File: src/rtl/dispatch_pkg.sv
// Issue-queue entry layout shared by the dispatch buffer and its storage.
package dispatch_pkg;

  localparam int ENTRY_W      = 192;
  localparam int IQ_VALID_BIT = 191;
  localparam int IQ_DEST_HI   = 179;
  localparam int IQ_DEST_LO   = 174;
  localparam int IQ_SRC0_HI   = 166;
  localparam int IQ_SRC0_LO   = 161;
  localparam int IQ_SRC1_HI   = 173;
  localparam int IQ_SRC1_LO   = 168;
  localparam int IQ_WB_BIT    = 140;

  function automatic logic [IQ_DEST_HI-IQ_DEST_LO:0] dest_of(
    input logic [ENTRY_W-1:0] e
  );
    return e[IQ_DEST_HI:IQ_DEST_LO];
  endfunction

endpackage

File: src/rtl/dispatch_fifo_mem.sv
// Entry storage for the dispatch buffer: one write port, one async read port.
module dispatch_fifo_mem #(
  parameter int DEPTH   = 4,
  parameter int ENTRY_W = 192,
  parameter int AW      = $clog2(DEPTH)
) (
  input  logic               CLK,
  input  logic               we,
  input  logic [AW-1:0]      waddr,
  input  logic [ENTRY_W-1:0] wdata,
  input  logic [AW-1:0]      raddr,
  output logic [ENTRY_W-1:0] rdata
);

  logic [ENTRY_W-1:0] mem [DEPTH];

  always_ff @(posedge CLK) begin
    if (we) mem[waddr] <= wdata;
  end

  assign rdata = mem[raddr];

endmodule

File: src/rtl/dispatch_buffer.sv
// Rename -> issue-queue dispatch FIFO with same-cycle busy-bit clear.
// DISPATCH_BYPASS_EN: pass entries straight through when empty.
module dispatch_buffer #(
  parameter int DEPTH   = 4,
  parameter int ENTRY_W = 192,
  parameter int PHY_W   = 6
) (
  input  logic                       CLK,
  input  logic                       RESET,
  input  logic                       FREEZE,
  input  logic                       mispredict,
  input  logic                       flush_fCOM,
  input  logic                       in_valid,
  input  logic [ENTRY_W-1:0]         in_data,
  output logic                       in_ready,
  input  logic                       iq_full,
  output logic                       do_write,
  output logic [ENTRY_W-1:0]         write_data,
  output logic                       do_clear_2BB,
  output logic [PHY_W-1:0]           clear_index_2BB,
  output logic [$clog2(DEPTH):0]     count,
  output logic                       empty
);

  import dispatch_pkg::*;

  localparam int PW = $clog2(DEPTH);
  localparam int CW = PW + 1;

  logic [PW-1:0]      head_q;
  logic [PW-1:0]      tail_q;
  logic [CW-1:0]      count_q;
  logic [ENTRY_W-1:0] head_data;
  logic [ENTRY_W-1:0] src;
  logic               flush;
  logic               push;
  logic               pop;
  logic               byp;

  dispatch_fifo_mem #(
    .DEPTH   (DEPTH),
    .ENTRY_W (ENTRY_W)
  ) u_mem (
    .CLK   (CLK),
    .we    (push),
    .waddr (tail_q),
    .wdata (in_data),
    .raddr (head_q),
    .rdata (head_data)
  );

  assign flush    = mispredict || flush_fCOM;
  assign empty    = (count_q == '0);
  assign count    = count_q;
  assign in_ready = (count_q < CW'(DEPTH)) && !FREEZE && !flush;

`ifdef DISPATCH_BYPASS_EN
  assign byp = empty && in_valid && in_ready && !iq_full;
`else
  assign byp = 1'b0;
`endif

  assign pop  = !empty && !iq_full && !FREEZE && !flush;
  assign push = in_valid && in_ready && !byp;
  assign src  = byp ? in_data : head_data;

  always_comb begin
    write_data      = '0;
    do_write        = pop || byp;
    do_clear_2BB    = 1'b0;
    clear_index_2BB = '0;
    if (do_write) begin
      write_data               = src;
      write_data[IQ_VALID_BIT] = 1'b1;
      do_clear_2BB             = src[IQ_WB_BIT];
    end
    if (do_clear_2BB)
      clear_index_2BB = PHY_W'(dest_of(src));
  end

  // Flush wins over push/pop; FREEZE already masks both.
  always_ff @(posedge CLK or posedge RESET) begin
    if (RESET) begin
      head_q  <= '0;
      tail_q  <= '0;
      count_q <= '0;
    end else if (flush) begin
      head_q  <= '0;
      tail_q  <= '0;
      count_q <= '0;
    end else begin
      if (push) tail_q <= tail_q + 1'b1;
      if (pop)  head_q <= head_q + 1'b1;
      if (push && !pop)
        count_q <= count_q + 1'b1;
      else if (pop && !push)
        count_q <= count_q - 1'b1;
    end
  end

endmodule

File: config.mk
export PLATFORM = sky130hd
export DESIGN_NAME = dispatch_buffer
export DESIGN_NICKNAME = d
export VERILOG_FILES = /design/src/rtl/dispatch_pkg.sv /design/src/rtl/dispatch_fifo_mem.sv /design/src/rtl/dispatch_buffer.sv
export SDC_FILE = /design/constraint.sdc
export NUM_CORES = 1
export LEC_CHECK = 0
export CAP_MARGIN = 40
export CORE_MARGIN = 2
export CORE_UTILIZATION = 35
export CTS_CLUSTER_DIAMETER = 30
export CTS_CLUSTER_SIZE = 12
export DETAILED_ROUTE_END_ITERATION = 8
export GPL_TIMING_DRIVEN = 1
export SLEW_MARGIN = 20
export SYNTH_ARGS = -nofsm -noshare
export SYNTH_HDL_FRONTEND = slang
export SYNTH_SLANG_ARGS = --single-unit
File: constraint.sdc
create_clock -name CLK -period 7.68 [get_ports CLK]
set_clock_uncertainty 0.15 [all_clocks]
set_input_delay 1.152 -clock CLK [delete_from_list [all_inputs] [get_ports CLK]]
set_output_delay 1.152 -clock CLK [all_outputs]
set_load 0.01 [all_outputs]
# Yosys cells after proc, flatten, opt, wreduce, memory -nomap -nowiden
# Memory sizes are Yosys's and may differ from the RTL's.
# Cells that the tools add are included.
# W data, S select, Z words.
[classes]
mul = 0
eq_ne = 0
muxes = 12
shift = 0
div = 0
n_reduce_logical = 19
bitwise_logic = 0
order_cmp = 1
addsub = 4
[op_table]
columns = ["op", "count"]
rows = [
  ["$mux W192", 1],
  ["$mux W3", 3],
  ["$logic_and A1 B1 Y1", 8],
  ["$mux W2", 4],
  ["$logic_not A1 Y1", 6],
  ["$mux W6", 1],
  ["$add A2 B1 Y2 const B", 2],
  ["$reduce_bool A2 Y1", 2],
  ["$add A3 B1 Y3 const B", 1],
  ["$logic_not A3 Y1", 1],
  ["$lt A3 B3 Y1 const B", 1],
  ["$mux W1", 3],
  ["$reduce_bool A3 Y1", 1],
  ["$sub A3 B1 Y3 const B", 1],
  ["$logic_or A1 B1 Y1", 1],
]
[word_totals]
out_inout_bits = 205
rom_bits = 0
word_cells = 40
in_bits = 199
memories = 1
reg_bits = 7
latchBits = 0
ram_bits = 768
[memory_table]
columns = ["memory", "words", "width", "read_ports", "rd_clocked_by_memory_dff", "wr", "line_no", "text"]
rows = [
  ["u_mem.mem", 4, 192, 1, 0, 1, "dispatch_fifo_mem.sv:15", "logic [ENTRY_W-1:0] mem [DEPTH];"],
]

# Depth between registers and ports, before layout
[depth]
ltp_word = 9
depth_mapped = 7
mapped_depth_nobuf = 6

# By module
# From an unflattened synthesis, not the netlist that was laid out.
[unflattened]
hier_cells = 1275
hier_area_um2 = 29737.3
[by_module_without_submodules]
columns = ["mod", "cells_each", "n_inst", "seq_area_each_um2", "area_each_um2"]
rows = [
  ["dispatch_fifo_mem", 1007, 1, 23062.1, 27938.0],
  ["dispatch_buffer", 268, 1, 175.2, 1799.2],
]

# Worst setup path after synthesis
# Ideal clock, no wire load.
[synth_timing]
path_kind = "input port to flip-flop"
startpoint = "input port FREEZE"
endpoint = "memory u_mem.mem[0][0] (enable)"
setup_ns = 0.576
t_arrival_ns = 6.061
setup_slack_ns = 0.893
path_stages = 2
required_time_ns = 6.954
n_path_buf = 0
path_cell_list = "nor3b_1 > and3_1"
[synth_via]
elab_chain_cells = 6
[synth_rtl]
columns = ["item", "line_no", "text"]
rows = [
  ["start: declaration", "dispatch_buffer.sv:10", "input logic FREEZE,"],
  ["$logic_not A1 Y1", "dispatch_buffer.sv:55", "assign in_ready = (count_q < CW'(DEPTH)) && !FREEZE && !flush;"],
  ["$logic_and A1 B1 Y1 (2 in series)", "dispatch_buffer.sv:55", ""],
  ["$logic_and A1 B1 Y1", "dispatch_buffer.sv:64", "assign push = in_valid && in_ready && !byp;"],
  ["$mux W1", "dispatch_fifo_mem.sv:18", "if (we) mem[waddr] <= wdata;"],
  ["$mux W1 (not written as such)", "dispatch_fifo_mem.sv:18", ""],
  ["end: declaration", "dispatch_fifo_mem.sv:15", ""],
]
# Every way passes these cells.

# Worst setup path after layout
[layout_timing]
startpoint = "input port flush_fCOM"
endpoint = "output port write_data[99]"
[layout_via]
elab_chain_cells = 4
[layout_rtl]
columns = ["item", "line_no", "text"]
rows = [
  ["start: declaration", "dispatch_buffer.sv:12", "input logic flush_fCOM,"],
  ["$logic_or A1 B1 Y1", "dispatch_buffer.sv:52", "assign flush = mispredict || flush_fCOM;"],
  ["$logic_not A1 Y1", "dispatch_buffer.sv:63", "assign pop = !empty && !iq_full && !FREEZE && !flush;"],
  ["$logic_and A1 B1 Y1", "dispatch_buffer.sv:63", ""],
  ["$mux W192", "dispatch_buffer.sv:72", "if (do_write) begin"],
  ["end: declaration", "dispatch_buffer.sv:18", "output logic [ENTRY_W-1:0] write_data,"],
]
# Every way passes these cells.

==> impl_metrics.csv <==
group,metric,value,unit
placement,port-buffer-count,402,
synthesis,synth-seq-area-share,0.787,
setup_path,setup_crit_path_kind,"input port to output port",
synthesis,synth_xor_area_frac,0.000894,
finish,nFillCells,6819,
synthesis,async_reset_ff_frac,0.00908,
timing,maxSlewViolCount,0,
placement,pre_cts_slack,2.45,ns
detailed_routing,routed-via-count,14495,
floorplan,boundaryPins,404,
clock_tree,number_of_buffers_created_by_cts,161,
setup_path,worst_ep_arrival_time,3.70,ns
global_routing,grt_start_max_net_pins,119,
clock_tree,tritoncts,"built",
placement,finalWeightedCongestion,0.719,
run_status,run_status,"finished, final reports clean",
floorplan,rows,106,
min_path,worstHoldPathType,"flip-flop to flip-flop",
synthesis,netlist_area,29400,µm²
timing,timing_hold_violations_final,0,
setup_path,cp-end-kind,"output port",
setup_path,highest_fanout_seen_on_the_critical_path,118,
run,count_of_maximum_capacitance_violations,0,
synthesis,synth_compound_gate_area_share,0.00217,
global_routing,globalRouteTotalUtil,0.150,
setup_path,worstPathRequired,6.38,ns
clock_tree,ctsRootBufferMaster,"clkbuf_16",
clock_tree,postCtsSetupBuffers,0,
floorplan,die-area,86300,µm²
synthesis,synthFlopType,"edfxtp_1",
synthesis,synth-adder-area-share,0.00238,
floorplan,fp.dieW,294,µm
timing,finalCritPeriodShare,0.651,
timing,setup_viol,0,
synthesis,ys.warnings.count,0,
detailed_routing,first_iter_violations,677,
global_routing,first_global_vias,15901,
timing,setup_total_negative_slack,0,ns
clock_tree,ctsHoldBuffers,0,
finish,final_layout_size_suffix_gt1_frac,0.251,
synthesis,syn_inst,1275,
placement,dpl.hpwl,35.8,mm
timing,fmax,200,MHz
synthesis,yosys.area_share.simple,0.0473,
finish,multi_input_area,5870,µm²
clock_tree,cts.sinks,771,
finish,finalNetCount,1999,
synthesis,synth_top_family_by_area,"multiplexers",
synthesis,synth.avg_cell_area,23.0,µm²
synthesis,postSynthNetCount,1479,
clock_tree,clk_transition_reported_paths,0.05,ns
floorplan,die-height,294,µm
detailed_routing,wl_per_cell,21.5,µm
synthesis,netlist-cell-type-count,33,
floorplan,floorplan.initialDensity,0.352,
clock_tree,cts_repair_resize_count,0,
global_routing,grt_antenna_before_repair,7,
synthesis,synth-edff-count,764,
detailed_routing,drc_errors_left,0,
finish,areaGrowthSynthToFinish,37.6,%
power,worst_voltage_drop_across_the_vdd_grid,0.226,mV
timing,rsz0062_at_grt,"no",
synthesis,yosys_register_bits,771,
timing,final_critical_path_setup_slack,2.68,ns
detailed_routing,detail_route.vias_per_cell,4.82,
global_routing,grt_overflow,0,
timing,period_minus_slack,5.00,ns
floorplan,fp.coreArea,83400,µm²
clock_tree,cts-root-to-sink-buffers,3,
clock_tree,cts.htree.levels,4,
global_routing,grt_first_pass_wirelength,95.7,mm
detailed_routing,drtAntennaViolNets,0,
clock_tree,clock_insertion_delay_worst_skew,0.74,ns
timing,max_slew.worst_pin.slew,0.911,ns
detailed_routing,drt-total-wl,64.7,mm
timing,relSlewSlack,0.393,
power,power_leakage,0.0130,µW
synthesis,synth.area.mux_share,0.146,
finish,seqCellArea,23100,µm²
power,p_per_area,295,nW/µm²
setup_path,cp-start-kind,"input port",
detailed_routing,detailedRoute.firstPassIterationCount,5,
worst max-delay path: stages:
cell             delay [ns]
clkdlybuf4s50_1        0.41
or2_1                  0.42
nor3_4                 0.30
buf_12                 0.36
and2_1                 0.23
clkdlybuf4s50_1        0.60
cell usage in the layout, fill, tap and decap left out, types with 2 or more instances in the layout:
cell type,Yosys,layout
edfxtp_1,764,764
clkdlybuf4s50_1,0,402
mux4_2,191,191
and2_1,190,190
clkbuf_16,0,165
clkinv_2,0,27
bufinv_16,0,26
clkinv_1,0,21
clkinvlp_4,0,16
clkbuf_1,27,15
inv_6,0,9
clkinv_4,0,8
buf_4,5,8
buf_12,0,8
inv_1,7,7
nor2_1,6,6
and3_1,10,6
buf_16,0,6
dfrtp_1,7,5
nor3_1,4,4
and3_4,0,4
ha_1,4,4
clkinv_16,0,4
nor3b_1,3,3
o21ai_0,3,3
clkinv_8,0,3
xnor2_1,2,2
nand2_1,2,2
inv_16,0,2
dfrtp_4,0,2
layout make-up:
type,count,share of cell area
Clock buffer,180,0.103
Sequential cell,771,0.572
Tap cell,1080,0.0334
Clock inverter,116,0.0364
Timing Repair Buffer,424,0.109
Multi-Input combinational cell,429,0.145
Inverter,8,0.000742
Antenna cell,1,0.0000619
final timing paths:
check                                           start                         end  slack, ns  cells after the start
max in group asynchronous                       RESET       head_q[0]$_DFFE_PP0P_       6.60                      2
min in group asynchronous                       RESET       tail_q[0]$_DFFE_PP0P_       0.51                      2
worst min-delay path            tail_q[0]$_DFFE_PP0P_       tail_q[0]$_DFFE_PP0P_       0.48                      2
worst min register to register  tail_q[0]$_DFFE_PP0P_       tail_q[0]$_DFFE_PP0P_       0.48                      2
worst max register to register   count[2]$_DFFE_PP0P_  u_mem.mem[3][94]$_DFFE_PP_       4.39                      4
worst max-delay path                       flush_fCOM              write_data[99]       2.68                      6
metrics by stage:
stage	cell area (µm²)	hold slack, ns	instances	total power, µW	util
after detailed placement	34700	0.461	2710	4950	0.416
after CTS	40400	0.452	3006	12100	0.484
after global routing	40400	0.496	3009	12300	0.485
final	40400	0.481	3009	11900	0.485
after global placement	34600	0.446	2706	4940	0.415
after floorplan	29400	0.412	1275	4800	-
logic make-up after synthesis:
family	count (synthesis)
adders and majority gates	5
DFF	771
and+or+nand+nor	223
buffers and inverters	75
muxes	191
AOI/OAI and AO/OA	7
xor gates and xnor gates	3
layer usage:
layer,up-vias,share of wire,GRT usage
li1,6353,-,-
met1,7564,0.39,0.176
met4,12,0.023,0.0595
met2,439,0.51,0.248
met3,127,0.074,0.0563
met5,-,0.0012,0
synthesized netlist by cell type (2+ instances only):
cell type	n	area share
nor3b_1	3	0.00077
buf_6	12	0.0046
nor3_1	4	0.00068
nand2_1	2	0.00026
and3_1	10	0.0021
xnor2_1	2	0.00060
nor2_1	6	0.00077
mux4_2	191	0.15
dfrtp_1	7	0.0060
clkbuf_1	27	0.0034
buf_4	5	0.0013
o21ai_0	3	0.00051
and2_1	190	0.040
edfxtp_1	764	0.78
buf_2	22	0.0037
inv_1	7	0.00089
ha_1	4	0.0017
registers in the layout, summed over array words and instances, names as in the netlist:
signal,flops
u_mem.mem,764
count,3
head_q,2
tail_q,2
report_power, final:
| group | total [µW] | internal (µW) | switching [µW] |
|---|---|---|---|
| registers | 4670 | 4670 | 5.41 |
| logic | 209 | 122 | 86.7 |
| clock network | 7030 | 4800 | 2230 |
| total | 11900 | 9590 | 2320 |
No activity file was read; power rests on OpenSTA's default activity.
==> patch, RTL diff (same settings) <==
Make the reset (`RESET`) synchronous in one clocked block. Comments in the files are not updated.
--- a/src/rtl/dispatch_buffer.sv
+++ b/src/rtl/dispatch_buffer.sv
@@ -79,7 +79,7 @@
   end
 
   // Flush wins over push/pop; FREEZE already masks both.
-  always_ff @(posedge CLK or posedge RESET) begin
+  always_ff @(posedge CLK) begin
     if (RESET) begin
       head_q  <= '0;
       tail_q  <= '0;
Formal check against the unedited RTL: differs if RESET is asserted again (counterexample within 4 cycles, from zero or initial values and one cycle with RESET high); with RESET held inactive, the same outputs for 4 cycles.
==> patch against the original RTL <==
Setup slack got worse by 0.15 ns. Power decreased by 2.2%. Synthesized cell count increased by 1.6%. Count of clock-buffer cells in the layout increased by 5. Critical path depth unchanged. Non-clock buffer count decreased by 4. Critical endpoint is now write_data[140]. Register-to-register slack improved by 0.06 ns. Design area decreased by 0.90%. Wire length increased by 4.0%. Area after synthesis decreased by 0.19%. Sequential cell count increased by 2. Sequential power about the same.
==> patch: results (changes against the original RTL) <==
[routing]
vias=15000  ; +3.4%
first_iter_violations=798  ; +18%
routed_wirelength_um=67300  ; +4.0%

[power_and_ir_drop]
p_leak_nw=13.4  ; +2.7%
peakVddDrop_mv=0.190  ; -16%

[grt]
use_met3_pct=6.28  ; +0.65 points
grt_pass1_vias=16300  ; +2.6%
use_met2_pct=25.6  ; +0.82 points
grt_antenna_before_repair=11  ; +4
gr-usage-met1_pct=18.6  ; +0.99 points
grt_pass1_wl_um=101000  ; +5.1%

[worst_setup_path]
critPathArrivalTime_ns=3.85  ; +0.15 ns
critPathMaxFanout=101  ; -14%
rr_startpoint=count[2]

[cells_and_area]
fin_nets=1995  ; -0.20%

[yosys]
synth.net_count=1501  ; +1.5%
synth-xor-area-share_pct=0.0597  ; -0.030 points
synth_mux_area_share_pct=14.7  ; +0.062 points
synthArstFlopShare_pct=0  ; -0.91 points
synthDistinctLibCells=24  ; -27%

[timing]
worst_slew_pin_slew_ns=0.882  ; -0.0290 ns

[min_path]
holdCritStartpoint=tail_q[0]

[place]
hpwl_um=35200  ; -1.8%
place_congestion=0.715  ; -0.58%

[clock_tree]
numCtsBuffers=160  ; -0.62%

[outcome]
outcome=completed

## patch: cell families (layout without fill, tap and decap cells)
family,Yosys count,after routing
AOI/OAI and AO/OA,11,11
xor gates and xnor gates,2,2
adders and majority gates,6,6
buffers and inverters,97,718
DFF,773,773
muxes,192,192
other,0,1
and+or+nand+nor,215,215
## patch: layout make-up
| type | instances | area, µm² | area share [%] |
|---|---|---|---|
| Antenna cell | 1 | 2.50 | 0.00624 |
| Inverter | 9 | 33.8 | 0.0843 |
| Clock buffer | 185 | 4140 | 10.3 |
| Sequential cell | 773 | 23100 | 57.7 |
| Multi-Input combinational cell | 426 | 5840 | 14.6 |
| Clock inverter | 104 | 1280 | 3.19 |
| Tap cell | 1080 | 1350 | 3.37 |
| Timing Repair Buffer | 420 | 4300 | 10.7 |
## patch: metal layers
layer / up-vias / part of all wire, %
met5: - / 0.20
met4: 20 / 2.4
met3: 133 / 8.4
met2: 477 / 50
met1: 7836 / 39
li1: 6524 / -
## patch: metrics by stage
step | cells | setup WS [ns]
6_report | 2998 | 2.53
5_1_grt | 2998 | 2.33
4_1_cts | 2997 | 2.46
3_5_place_dp | 2708 | 2.46
3_3_place_gp | 2707 | 2.48
2_1_floorplan | 1296 | 0.655
## patch: worst reg2reg max path, stage by stage (launching register included)
cell and delay [ns]:
dfxtp_1 0.34, or4_1 0.61, inv_2 0.16, and3_4 0.73
buf_12 0.64
## patch: worst max path at each step
stage                       start         endpoint  cells past startpoint
after floorplan            FREEZE  u_mem.mem[0][0]                      3
after global placement     FREEZE  write_data[140]                      6
after detailed placement   FREEZE  write_data[140]                      6
after CTS                  FREEZE  write_data[140]                      6
after global routing       FREEZE  write_data[140]                      6
final                     iq_full  write_data[140]                      6
## patch: power breakdown
| group | internal (W) | leakage (nW) | switching (W) | total (W) |
|---|---|---|---|---|
| sequential | 0.00467 | 6.96 | 0.00000414 | 0.00468 |
| combinational | 0.000112 | 3.83 | 0.0000887 | 0.000201 |
| clock | 0.00457 | 2.59 | 0.00220 | 0.00677 |
| total | 0.00935 | 13.4 | 0.00230 | 0.0116 |
